$ cat config.mk
export PLATFORM = sky130hd
export DESIGN_NAME = updown_counter_mod_flat
export DESIGN_NICKNAME = d
export VERILOG_FILES = /design/src/rtl/updown_counter_mod_if.sv /design/src/rtl/updown_counter_mod.sv /design/src/flat_wrapper.sv
export SDC_FILE = /design/constraint.sdc
export NUM_CORES = 1
export LEC_CHECK = 0
export BUFFER_PORTS_ARGS = -buffer_cell sky130_fd_sc_hd__buf_4
export CAP_MARGIN = 25
export CORE_AREA = 2 2 39 41
export CTS_BUF_LIST = sky130_fd_sc_hd__clkbuf_8
export DETAILED_ROUTE_END_ITERATION = 8
export DIE_AREA = 0 0 41 43
export PLACE_DENSITY_LB_ADDON = 0.08
export SYNTH_ARGS = -nofsm -noshare
export SYNTH_HDL_FRONTEND = slang
export SYNTH_SLANG_ARGS = --single-unit
$ cat constraint.sdc
create_clock -name clock -period 4.1 [get_ports clock]
set_input_delay 0.41 -clock clock [delete_from_list [all_inputs] [get_ports clock]]
set_output_delay 0.41 -clock clock [all_outputs]
set_load 0.05 [all_outputs]
$ cat src/rtl/updown_counter_mod_if.sv
// Command/status bundle for updown_counter_mod.
// master drives clear/set/load/load_value/cnt/up; slave returns counter/tc/wrap/load_err
// (plus tick when COUNTER_PRESCALE_EN is defined).
interface updown_counter_mod_if #(
   parameter int WIDTH = 4
);
   logic             clear;
   logic             set;
   logic             load;
   logic [WIDTH-1:0] load_value;
   logic             cnt;
   logic             up;
   logic [WIDTH-1:0] counter;
   logic             tc;
   logic             wrap;
   logic             load_err;
`ifdef COUNTER_PRESCALE_EN
   logic             tick;

   modport master (
      output clear, set, load, load_value, cnt, up,
      input  counter, tc, wrap, load_err, tick
   );
   modport slave (
      input  clear, set, load, load_value, cnt, up,
      output counter, tc, wrap, load_err, tick
   );
`else
   modport master (
      output clear, set, load, load_value, cnt, up,
      input  counter, tc, wrap, load_err
   );
   modport slave (
      input  clear, set, load, load_value, cnt, up,
      output counter, tc, wrap, load_err
   );
`endif
endinterface

$ cat src/rtl/updown_counter_mod.sv
// Modulo-N up/down counter: sync clear/set/load, wrap or saturate policy.
// Ports: clock, reset_n (async low), bus (slave modport of updown_counter_mod_if).
// Optional macro COUNTER_PRESCALE_EN adds PRESCALE divider and bus.tick output.
module updown_counter_mod #(
   parameter int          WIDTH    = 4,
   parameter int unsigned MODULUS  = 16,
   parameter bit          SATURATE = 1'b0
`ifdef COUNTER_PRESCALE_EN
   ,
   parameter int unsigned PRESCALE = 4
`endif
) (
   input logic                 clock,
   input logic                 reset_n,
   updown_counter_mod_if.slave bus
);
   localparam logic [WIDTH-1:0] MAX  = WIDTH'(MODULUS - 1);
   localparam logic [WIDTH-1:0] ZERO = '0;

   logic [WIDTH-1:0] counter_q, counter_d;
   logic             wrap_q, wrap_d;
   logic             err_q, err_d;
   logic             adv;
   logic             at_end;
   logic             in_range;

   // Range test done at 32 bits so MODULUS = 2^WIDTH is handled.
   assign in_range = 32'(bus.load_value) < MODULUS;

   // at_end: counter sits at the boundary for the current direction.
   assign at_end = bus.up ? (counter_q == MAX) : (counter_q == ZERO);

`ifdef COUNTER_PRESCALE_EN
   localparam int PW = (PRESCALE > 1) ? $clog2(PRESCALE) : 1;
   localparam logic [PW-1:0] PMAX = PW'(PRESCALE - 1);

   logic [PW-1:0] pre_q, pre_d;
   logic          tick_q;
   logic          pre_end;

   assign pre_end = (pre_q == PMAX);
   assign adv     = bus.cnt & pre_end;

   always_comb begin
      pre_d = pre_q;
      if (bus.clear | bus.set | bus.load) begin
         pre_d = '0;
      end else if (bus.cnt) begin
         pre_d = pre_end ? '0 : pre_q + 1'b1;
      end
   end

   // Tick marks a counter update; clear/set/load take priority over it.
   always_ff @(posedge clock or negedge reset_n) begin
      if (!reset_n) begin
         pre_q  <= '0;
         tick_q <= 1'b0;
      end else begin
         pre_q  <= pre_d;
         tick_q <= adv & ~(bus.clear | bus.set | bus.load);
      end
   end

   assign bus.tick = tick_q;
   assign bus.tc   = reset_n & bus.cnt & pre_end & at_end;
`else
   assign adv    = bus.cnt;
   assign bus.tc = reset_n & bus.cnt & at_end;
`endif

   always_comb begin
      counter_d = counter_q;
      wrap_d    = 1'b0;
      err_d     = 1'b0;
      priority case (1'b1)
         bus.clear: counter_d = MAX;
         bus.set:   counter_d = ZERO;
         bus.load: begin
            if (in_range) counter_d = bus.load_value;
            else          err_d     = 1'b1;
         end
         adv: begin
            if (bus.up) begin
               if (counter_q != MAX) begin
                  counter_d = counter_q + 1'b1;
               end else if (!SATURATE) begin
                  counter_d = ZERO;
                  wrap_d    = 1'b1;
               end
            end else begin
               if (counter_q != ZERO) begin
                  counter_d = counter_q - 1'b1;
               end else if (!SATURATE) begin
                  counter_d = MAX;
                  wrap_d    = 1'b1;
               end
            end
         end
         default: ;
      endcase
   end

   always_ff @(posedge clock or negedge reset_n) begin
      if (!reset_n) begin
         counter_q <= MAX;
         wrap_q    <= 1'b0;
         err_q     <= 1'b0;
      end else begin
         counter_q <= counter_d;
         wrap_q    <= wrap_d;
         err_q     <= err_d;
      end
   end

   assign bus.counter  = counter_q;
   assign bus.wrap     = wrap_q;
   assign bus.load_err = err_q;
endmodule

$ cat src/flat_wrapper.sv
// flat-port wrapper written by rule: the top's interface ports become plain ports
module updown_counter_mod_flat 
#(
   parameter int          WIDTH    = 4,
   parameter int unsigned MODULUS  = 16,
   parameter bit          SATURATE = 1'b0

)
  (clock, reset_n, bus_clear, bus_set, bus_load, bus_load_value, bus_cnt, bus_up, bus_counter, bus_tc, bus_wrap, bus_load_err);
  updown_counter_mod_if #(.WIDTH(WIDTH)) bus_i ();
  input logic clock;
  input logic reset_n;
  input wire logic [$bits(bus_i.clear)-1:0] bus_clear;
  input wire logic [$bits(bus_i.set)-1:0] bus_set;
  input wire logic [$bits(bus_i.load)-1:0] bus_load;
  input wire logic [$bits(bus_i.load_value)-1:0] bus_load_value;
  input wire logic [$bits(bus_i.cnt)-1:0] bus_cnt;
  input wire logic [$bits(bus_i.up)-1:0] bus_up;
  output wire logic [$bits(bus_i.counter)-1:0] bus_counter;
  output wire logic [$bits(bus_i.tc)-1:0] bus_tc;
  output wire logic [$bits(bus_i.wrap)-1:0] bus_wrap;
  output wire logic [$bits(bus_i.load_err)-1:0] bus_load_err;
  assign bus_i.clear = bus_clear;
  assign bus_i.set = bus_set;
  assign bus_i.load = bus_load;
  assign bus_i.load_value = bus_load_value;
  assign bus_i.cnt = bus_cnt;
  assign bus_i.up = bus_up;
  assign bus_counter = bus_i.counter;
  assign bus_tc = bus_i.tc;
  assign bus_wrap = bus_i.wrap;
  assign bus_load_err = bus_i.load_err;
  updown_counter_mod #(.WIDTH(WIDTH), .MODULUS(MODULUS), .SATURATE(SATURATE)) u_core (.clock(clock), .reset_n(reset_n), .bus(bus_i));
endmodule
### Word level (Yosys, flattened, before mapping)

Index checks and enable logic that the tools add are counted.

| cells by class | value |
|---|---|
| add/subtract/negate cells | 2 |
| equality and inequality tests | 2 |
| muxes and demuxes | 15 |
| bitwise operators | 2 |
| reduce and logical (&&, ||, !) cells | 3 |

Operators by type and width:

| kind | count |
|---|---|
| 4-bit two-way mux | 7 |
| 1-bit two-way mux | 8 |
| 4-bit nonzero test | 2 |
| 4-bit by 1-bit adder with 4-bit output (second input constant) | 1 |
| 4-bit == test (second input constant) | 1 |
| 4-bit logical NOT | 1 |
| 4-bit inequality test (second input constant) | 1 |
| 4-bit by 1-bit subtractor with 4-bit output (second input constant) | 1 |
| 1-bit bitwise AND | 2 |

| storage, ports and cells | value |
|---|---|
| bits in registers | 5 |
| word-level logic and storage cells | 26 |

### Depth between registers and ports, before layout

Gate-level depths: netlist (run 1).

| depth | value |
|---|---|
| depth after elaboration | 7 |
| mapped depth | 7 |
| gate-level depth less buffers | 6 |

### Least setup slack after synthesis (run 1)

Ideal clock, no wire load.

| timing | value |
|---|---|
| path kind | register to output |
| start point | register u_core.counter_q[0], in the netlist u_core.bus.counter[0] |
| end point | output port bus_tc |
| arrival time | 1851 ps |
| data required time | 3690 ps |
| path slack | 1839 ps |
| stages on the path, launching flop included | 7 |
| path buffers | 1 |
| cells stage by stage | dfstp_2 > clkbuf_1 > inv_1 > ha_1 > or3b_4 > o21ai_2 > and3_1 |

| between the ends | value |
|---|---|
| cells in the longest elaborated chain, start to end | 3 |

RTL lines:

| item | line | source |
|---|---|---|
| from (decl) | updown_counter_mod.sv:20 | `logic [WIDTH-1:0] counter_q, counter_d;` |
| from (signal assigned) | updown_counter_mod.sv:109 | `counter_q <= counter_d;` |
| 4-bit == test / 4-bit logical NOT (equally long branches) | updown_counter_mod.sv:31 | `assign at_end = bus.up ? (counter_q == MAX) : (counter_q == ZERO);` |
| 1-bit two-way mux * | updown_counter_mod.sv:31 |  |
| 1-bit bitwise AND * | updown_counter_mod.sv:68 | `assign bus.tc = reset_n & bus.cnt & at_end;` |
| to (decl) | flat_wrapper.sv:20 | `output wire logic [$bits(bus_i.tc)-1:0] bus_tc;` |

Every way passes the cells marked *; elsewhere a longest branch is shown, timed or not.

### Worst setup path in the final report (run 1)

Same ends and word-level chain as after synthesis.

==> results of run 1 <==
==> final cells by class <==
| class | count | share of cell area |
|---|---|---|
| inverters | 4 | 0.0233 |
| multi-input cells | 43 | 0.471 |
| repair buffers | 17 | 0.202 |
| clock buffers | 3 | 0.0642 |
| clock inverters | 1 | 0.00584 |
| well taps | 16 | 0.0311 |
| flip-flops and latches | 5 | 0.202 |
==> stage by stage <==
stage               hold slack (ns)  worst slack, ns  instances
detailed placement            0.218             2.15         84
floorplan                     0.114             1.84         57
finish                        0.444             1.92         89
CTS                           0.444             1.91         89
global placement              0.220             2.18         84
global route                  0.460             1.82         89
==> routing by layer <==
metal / vias up / part of all wire / wire [µm]
met2: 14 / 0.46 / 517
met1: 205 / 0.49 / 541
met5: - / 0 / 0
li1: 232 / - / -
met3: 0 / 0.049 / 54
met4: 0 / 0 / 0
==> tightest hold or removal path, stage by stage <==
cell,delay (ns)
buf_4,0.12
a21oi_1,0.05
o21ai_2,0.05
==> kinds of logic after synthesis <==
logic type / share of synthesized area
flip-flops: 0.266
AND/OR/NAND/NOR: 0.243
multiplexers: 0.0409
XOR/XNOR: 0.0179
AO/OA/AOI/OAI: 0.258
other: 0.00767
adder cells (fa/ha/maj): 0.0511
buffers and inverters: 0.115
==> flip-flops by register name, indices dropped and copies added, names as in the netlist <==
register and cells:
u_core.bus.counter 4, u_core.bus.wrap 1
==> where the power goes <==
group          leakage (nW)   total, W  internal (W)  switching [W]
clock network        0.0269  0.0000895     0.0000643      0.0000252
logic                 0.220  0.0000691     0.0000289      0.0000401
registers            0.0561  0.0000670     0.0000571     0.00000993
total                 0.303   0.000226      0.000150      0.0000753
==> placed cells by master, fill, tap and decap left out, types with 2 or more instances in the layout <==
cell type | Yosys | layout
a21oi_1 | 6 | 6
a31oi_1 | 2 | 2
buf_4 | 2 | 16
clkbuf_8 | 0 | 3
dfstp_2 | 4 | 4
ha_1 | 2 | 2
inv_1 | 4 | 5
mux2i_1 | 2 | 2
nor2_1 | 5 | 5
nor3_1 | 4 | 4
o21ai_0 | 3 | 3
o21ai_2 | 2 | 2
==> final timing paths <==
kind | end | slack (ns) | cells past startpoint | startpoint
max in group asynchronous | u_core.bus.counter[3]$_DFFE_PN1P_ | 3.36 | 2 | reset_n
worst min register to register | u_core.bus.counter[1]$_DFFE_PN1P_ | 0.56 | 2 | u_core.bus.counter[1]$_DFFE_PN1P_
worst min-delay path | u_core.bus.counter[0]$_DFFE_PN1P_ | 0.44 | 3 | bus_clear
worst max register to register | u_core.bus.counter[1]$_DFFE_PN1P_ | 2.48 | 6 | u_core.bus.counter[0]$_DFFE_PN1P_
min in group asynchronous | u_core.bus.wrap$_DFF_PN0_ | 0.54 | 2 | reset_n
worst max-delay path | bus_tc | 1.92 | 6 | u_core.bus.counter[0]$_DFFE_PN1P_
==> flow_summary.toml, run 1 <==
[outcome]
outcome = "finished, final reports clean"

[sta]
slew_violations = 0
rsz0062_at_grt = "false"
fin_crit_sh = 0.532
setup-tns-final_ns = 0
skew_ns = 0.00204
max_freq_mhz = 458
period_minus_slack_ns = 2.18
finalSetupViolations = 0
hold_viol = 0

[power]
peakVddDrop_uv = 92.5
powerDensity_nw_per_um2 = 351
finalPower_w = 0.000226
p_leak_nw = 0.303

[cells_and_area]
final_cell_area_um2 = 643
syn2layout_area_growth_pct = 31.5
final_util = 0.465
drive_gt1_frac = 0.411
antenna_cells = 0
multi_input_area_um2 = 303
final_net_count = 87
area.sequential_um2 = 130
nFillCells = 143

[logic_synthesis]
synth_top_area_cell = "dfstp_2"
synth.distinct_cells = 31
synth_edf_count = 0
syn_area_um2 = 489
synth_top_area_frac = 0.215
ys_async_sr_fraction = 1.00
ys_seq_elements = 5
synthFlopType = "dfstp_2"
synthTopCellsByCount = "a21oi_1 (6), nor2_1 (5), dfstp_2 (4), inv_1 (4), nor3_1 (4)"
synth_area_leaders = "dfstp_2 (21%), a21oi_1 (6.1%), dfrtp_1 (5.1%), ha_1 (5.1%), buf_6 (4.6%)"
synthCells = 57
ys_seq_area_frac = 0.266
synth_nets = 70
yosysMostFrequentCell = "a21oi_1"
ys_warn_count = 0
syn_avg_cell_area_um2 = 8.58

[floorplanning]
start_util = 0.354
row_count = 14
dieArea_um2 = 1760
die_h_um = 43
io_pins = 18
die_x_um = 41
core_area_um2 = 1380

[worst_setup_path]
critical_path_class = "reg -> out"
cp_max_fo = 10
worst_setup_path_start_kind = "register"
crit_family = "flip-flops"
cp_slowest_cell = "dfstp_2"
critPathArrivalTime_ns = 1.77
critical_path.max_stage_delay_ns = 0.62
crit_buf_inv = 2
path_cells = "inv_1 > ha_1 > or3b_4 > o21ai_2 > and3_1 > buf_4"
cp_data_required_time_ns = 3.69
worst_setup_path_end_kind = "output pin"

[placed_design]
dp_hpwl_um = 832
place_area_um2 = 588
gp_congestion = 0.805
io_buffers = 16

[global_routing]
gr-total-overflow = 0
grt_max_degree = 11
grt_pass1_vias = 440
grtUsageMet2 = 0.219
grtUsageMet1 = 0.226
grt_usage = 0.159
grt_antenna_before_repair = 0
busiest_layer = "met1"
grt_first_pass_wirelength_mm = 1.93
met3_usage = 0.0157

[clock_tree]
path_clk_slew_ns = 0.04
htreeDepth = 1
clockBufferDepth = 2
ctsHoldBuffers = 1
cts_setup_buffers = 0
cts_root_buf = "clkbuf_8"
cts_tree = "yes"
clk_latency_ns = 0.22
post_cts_resized = 0
cts_buffers = 3
cts.sinks = 5

[detailed_routing]
num_vias = 451
drc_errors = 0
initialDrtViolationCount = 11
ant_nets = 0
drtPass1Iterations = 4
routed_wl_mm = 1.11
via_per_inst = 5.07
wl_per_cell_um = 12.5

[worst_hold_path]
hold_path_class = "in -> reg"

[run]
max-cap-violations = 0
(Power assumes the default switching activity.)
==> inputs of run 2 (changes only) <==
==> constraint.sdc (replaced) <==
create_clock -name clock -period 2.2 [get_ports clock]
set_input_delay 0.22 -clock clock [delete_from_list [all_inputs] [get_ports clock]]
set_output_delay 0.22 -clock clock [all_outputs]
set_load 0.05 [all_outputs]
==> run 2 against run 1 <==
  * Worst setup slack worse by 1.7 ns
  * Count of clock-buffer cells in the layout stayed put
  * Flip-flop and latch count stayed put
  * Register-to-register slack worse by 1.9 ns
==> flow_summary.toml, run 2 (same netlist as run 1, synthesis figures left out) <==
[detailed_routing]
drtPass1Iterations = 4
routed_wl_mm = 1.09
drc_errors = 0
initialDrtViolationCount = 6
num_vias = 461
wl_per_cell_um = 12.2
via_per_inst = 5.18
ant_nets = 0

[cells_and_area]
antenna_cells = 0
syn2layout_area_growth_pct = 31.5
nFillCells = 133
final_cell_mix = "buf_4 (16), a21oi_1 (6), inv_1 (5), nor2_1 (5)"
final_cell_area_um2 = 643
final_common_cell = "buf_4"
final_net_count = 87
largest_reg_flops = 4
drive_gt1_frac = 0.411
final_util = 0.465

[floorplanning]
core_area_um2 = 1380
die_x_um = 41
io_pins = 18
start_util = 0.354
die_h_um = 43
row_count = 14
dieArea_um2 = 1760

[worst_setup_path]
critical_path_class = "reg -> out"
cp_data_required_time_ns = 1.98
critical_path.max_stage_delay_ns = 0.62
cp_slowest_cell = "dfstp_2"
path_cells = "inv_1 > ha_1 > or3b_4 > o21ai_2 > and3_1 > buf_4"
cp_max_fo = 10
crit_family = "flip-flops"
crit_buf_inv = 2
critPathArrivalTime_ns = 1.77
worst_setup_path_start_kind = "register"
worst_setup_path_end_kind = "output pin"

[worst_hold_path]
hold_path_class = "in -> reg"

[global_routing]
grt_usage = 0.153
grt_first_pass_wirelength_mm = 1.87
gr-total-overflow = 0
grt_max_degree = 11
grt_pass1_vias = 426
grt_antenna_before_repair = 0

[power]
powerDensity_nw_per_um2 = 655
p_int_w = 0.000280
power_frac_comb = 0.306
sw_frac_of_total = 0.335
finalPower_w = 0.000421
p_switching_w = 0.000141
p_clk_frac = 0.397
peakVddDrop_uv = 159
p_leak_nw = 0.303
p_seq_frac = 0.297

[sta]
max_freq_mhz = 502
skew_ns = 0.00204
slew_violations = 0
period_minus_slack_ns = 1.99
rsz0062_at_grt = "false"
setup-tns-final_ns = 0
setup_ws_ns = 0.207
finalSetupViolations = 0
hold_viol = 0
fin_crit_sh = 0.906

[clock_tree]
clockBufferDepth = 2
path_clk_slew_ns = 0.04
cts_tree = "yes"
clk_latency_ns = 0.22
htreeDepth = 1
cts_buffers = 3
cts_root_buf = "clkbuf_8"
cts.sinks = 5
post_cts_resized = 0

[placed_design]
place_area_um2 = 588
io_buffers = 16
dp_slack_ns = 0.447
gp_congestion = 0.805
dp_hpwl_um = 822

[outcome]
outcome = "finished, final reports clean"

[run]
max-cap-violations = 0
run 2: cell counts in the layout (fill, tap and decap cells not counted):
No cell type changed its count.
run 2: layer usage:
metal	up-vias	GRT usage	wire (µm)
met4	0	0.0800	15
met3	2	0.0157	73
met1	209	0.229	524
li1	232	-	-
met5	-	0	0
met2	18	0.206	476
run 2: power by group through the flow:
| stage | Sequential (W) | Combinational (W) | Clock [W] |
|---|---|---|---|
| 3_3_place_gp | 0.000126 | 0.000128 | 0 |
| 4_1_cts | 0.000124 | 0.000129 | 0.000171 |
| 2_1_floorplan | 0.000143 | 0.0000732 | 0 |
| 6_report | 0.000125 | 0.000129 | 0.000167 |
| 3_5_place_dp | 0.000125 | 0.000127 | 0 |
| 5_1_grt | 0.000127 | 0.000141 | 0.000179 |
run 2: worst paths after layout:
| kind | from | endpoint | slack, ns | cells after the start |
|---|---|---|---|---|
| max | u_core.bus.counter[0]$_DFFE_PN1P_ | bus_tc | 0.21 | 6 |
| min | bus_clear | u_core.bus.counter[0]$_DFFE_PN1P_ | 0.25 | 3 |
| max reg2reg | u_core.bus.counter[0]$_DFFE_PN1P_ | u_core.bus.counter[1]$_DFFE_PN1P_ | 0.54 | 6 |
| min reg2reg | u_core.bus.counter[1]$_DFFE_PN1P_ | u_core.bus.counter[1]$_DFFE_PN1P_ | 0.55 | 2 |
| max in group asynchronous | reset_n | u_core.bus.counter[3]$_DFFE_PN1P_ | 1.65 | 2 |
| min in group asynchronous | reset_n | u_core.bus.wrap$_DFF_PN0_ | 0.35 | 2 |
run 2: stage by stage:
stage               std cells  hold WS, ns
floorplan                  57      -0.0756
global placement           84       0.0296
detailed placement         84       0.0278
CTS                        89        0.256
global route               89        0.265
finish                     89        0.254
run 2: cell type report:
cell class                 count  area (µm²)  share of cell area
multi-input combinational     43         303               0.471
sequential                     5         130               0.202
timing repair buffer          17         130               0.202
clock buffer                   3        41.3              0.0642
tap                           16        20.0              0.0311
inverter                       4        15.0              0.0233
clock inverter                 1        3.75             0.00584
run 2: timing repair:
item / 4_1_cts / 5_1_grt
hold buffers: 1 / 0
setup buffers: 0 / 0
setup endpoints to repair: 0 / 0
hold endpoints to repair: 5 / 0
run 2: worst reg2reg max path: cells and delay by family (launching register included):
kind	cells	cell delay, ns
DFF	1	0.62
muxes	1	0.09
AOI/OAI and AO/OA	2	0.33
buffers and inverters	1	0.06
adders and majority gates	1	0.30
xor gates and xnor gates	1	0.18
==> inputs of run 3 (changes only) <==
--- a/config.mk
+++ b/config.mk
@@ -7,10 +7,12 @@
 export LEC_CHECK = 0
 export BUFFER_PORTS_ARGS = -buffer_cell sky130_fd_sc_hd__buf_4
 export CAP_MARGIN = 25
-export CORE_AREA = 2 2 39 41
+export CELL_PAD_IN_SITES_DETAIL_PLACEMENT = 1
+export CELL_PAD_IN_SITES_GLOBAL_PLACEMENT = 1
+export CORE_MARGIN = 2
+export CORE_UTILIZATION = 32
 export CTS_BUF_LIST = sky130_fd_sc_hd__clkbuf_8
 export DETAILED_ROUTE_END_ITERATION = 8
-export DIE_AREA = 0 0 41 43
 export PLACE_DENSITY_LB_ADDON = 0.08
 export SYNTH_ARGS = -nofsm -noshare
 export SYNTH_HDL_FRONTEND = slang
==> constraint.sdc (replaced) <==
create_clock -name clock -period 1.6 [get_ports clock]
set_input_delay 0.16 -clock clock [delete_from_list [all_inputs] [get_ports clock]]
set_output_delay 0.16 -clock clock [all_outputs]
set_load 0.05 [all_outputs]
==> run 3 against run 2 <==
  * The run now ends with negative setup slack left
  * Worst setup slack lost 0.40 ns
  * Hold slack lost 0.051 ns
  * Clock skew is essentially flat
  * Critical path depth is the same
  * Routed wire length grew 28%
  * Combinational power grew 81%
  * Via count grew 8.5%
  * Critical path type unchanged
  * Largest cell class unchanged
==> flow_summary.toml, run 3 (same netlist as run 1, synthesis figures left out) <==
[clock_tree]
path_clk_slew_ns = 0.04
clockBufferDepth = 2
cts_tree = "yes"
cts.sinks = 5
htreeDepth = 1
cts_root_buf = "clkbuf_8"
clk_latency_ns = 0.22
cts_buffers = 3

[floorplanning]
die_h_um = 43.1
dieArea_um2 = 1860
core_area_um2 = 1470
io_pins = 18
row_count = 14
die_x_um = 43.1
start_util = 0.332

[worst_setup_path]
cp_slowest_cell = "dfstp_2"
cp_max_fo = 2
r2r_slack_ns = 0.01
path_cells = "inv_2 > ha_4 > or3b_4 > o21ai_2 > and3_4 > buf_8"
critPathArrivalTime_ns = 1.64
reg2reg_depth = 8
endpoint = "bus_tc"
r2r_start = "u_core.bus.counter[1]$_DFFE_PN1P_"
worst_setup_path_start_kind = "register"
critical_path.max_stage_delay_ns = 0.37
cp_data_required_time_ns = 1.44
critical_path_class = "reg -> out"
crit_path_start = "u_core.bus.counter[1]$_DFFE_PN1P_"
worst_setup_path_end_kind = "output pin"
worstReg2RegEnd = "u_core.bus.counter[0]$_DFFE_PN1P_"

[sta]
setup_ws_ns = -0.196
hold_viol = 0
max_freq_mhz = 557
period_minus_slack_ns = 1.80
fin_crit_sh = 1.12
finalSetupViolations = 1
slew_violations = 0
setup-tns-final_ns = -0.196
skew_ns = 0.00184
rsz0062_at_grt = "true"

[detailed_routing]
drc_errors = 0
initialDrtViolationCount = 0
routed_wl_mm = 1.39
via_per_inst = 5.05
drtPass1Iterations = 1
ant_nets = 0
num_vias = 500
wl_per_cell_um = 14.0

[cells_and_area]
final_cell_area_um2 = 754
final_cell_mix = "buf_4 (25), nor2_1 (5), a21oi_1 (5)"
final_common_cell = "buf_4"
largest_reg_flops = 4
nFillCells = 183
area.sequential_um2 = 130
drive_gt1_frac = 0.554
multi_input_area_um2 = 329
antenna_cells = 0
final_net_count = 97
syn2layout_area_growth_pct = 54.2

[global_routing]
gr-total-overflow = 0
grt_usage = 0.172
grt_pass1_vias = 501
grt_antenna_before_repair = 0
grt_max_degree = 10
grt_first_pass_wirelength_mm = 2.29

[outcome]
outcome = "finished, violations left"
violations = "negative setup slack"

[placed_design]
place_area_um2 = 658
io_buffers = 16
gp_congestion = 0.713
dp_hpwl_um = 999

[power]
powerDensity_nw_per_um2 = 822
peakVddDrop_uv = 458
p_leak_nw = 0.348

[run]
max-cap-violations = 0

[worst_hold_path]
hold_path_class = "in -> reg"
## run 3: worst max-delay path, delay by kind of cell, from the launching register on
kind                       cells  cell delay [ns]
and+or+nand+nor                2             0.57
DFF                            1             0.37
buffers and inverters          2             0.22
adders and majority gates      1             0.13
AOI/OAI and AO/OA              1             0.13
## run 3: stage by stage
| step | cells | setup slack (ns) | utilization | hold slack, ns | power (W) |
|---|---|---|---|---|---|
| finish | 99 | -0.196 | 0.513 | 0.203 | 0.000620 |
| global route | 99 | -0.270 | 0.513 | 0.225 | 0.000657 |
| CTS | 99 | -0.189 | 0.510 | 0.200 | 0.000621 |
| detailed placement | 90 | -0.0760 | 0.447 | -0.0278 | 0.000380 |
| global placement | 90 | -0.0391 | 0.447 | -0.0266 | 0.000378 |
| floorplan | 57 | -0.153 | - | -0.136 | 0.000311 |
## run 3: timing repair
action                                  CTS  global route
resized for setup                         3             1
setup buffers                             4             0
hold buffers                              1             0
pin swaps                                 3             0
endpoints found under the setup margin    1             3
hold endpoints to repair                  5             0
## run 3: power breakdown
part	switching (W)	internal [W]
sequential	0.0000181	0.000146
combinational	0.000128	0.000105
clock	0.0000586	0.000164
## run 3: worst min-delay path by stage
stage               from                                end  cells past startpoint
2_1_floorplan    reset_n          u_core.bus.wrap$_DFF_PN0_                      0
3_3_place_gp     reset_n          u_core.bus.wrap$_DFF_PN0_                      1
4_1_cts        bus_clear  u_core.bus.counter[0]$_DFFE_PN1P_                      3
6_report       bus_clear  u_core.bus.counter[0]$_DFFE_PN1P_                      3
3_5_place_dp     reset_n          u_core.bus.wrap$_DFF_PN0_                      1
5_1_grt        bus_clear  u_core.bus.counter[0]$_DFFE_PN1P_                      3
## run 3: layer usage
metal | part of all wire | GRT usage | vias to the layer above
li1 | - | - | 253
met1 | 0.45 | 0.201 | 230
met2 | 0.49 | 0.290 | 15
met3 | 0.043 | 0.0511 | 2
met4 | 0.016 | 0.0727 | 0
met5 | 0 | 0 | -
## run 3: final cells by class
class | instances | area share
timing repair buffer | 27 | 0.282
inverter | 4 | 0.0232
tap | 16 | 0.0265
multi-input combinational | 43 | 0.436
clock buffer | 3 | 0.0547
sequential | 5 | 0.172
clock inverter | 1 | 0.00498
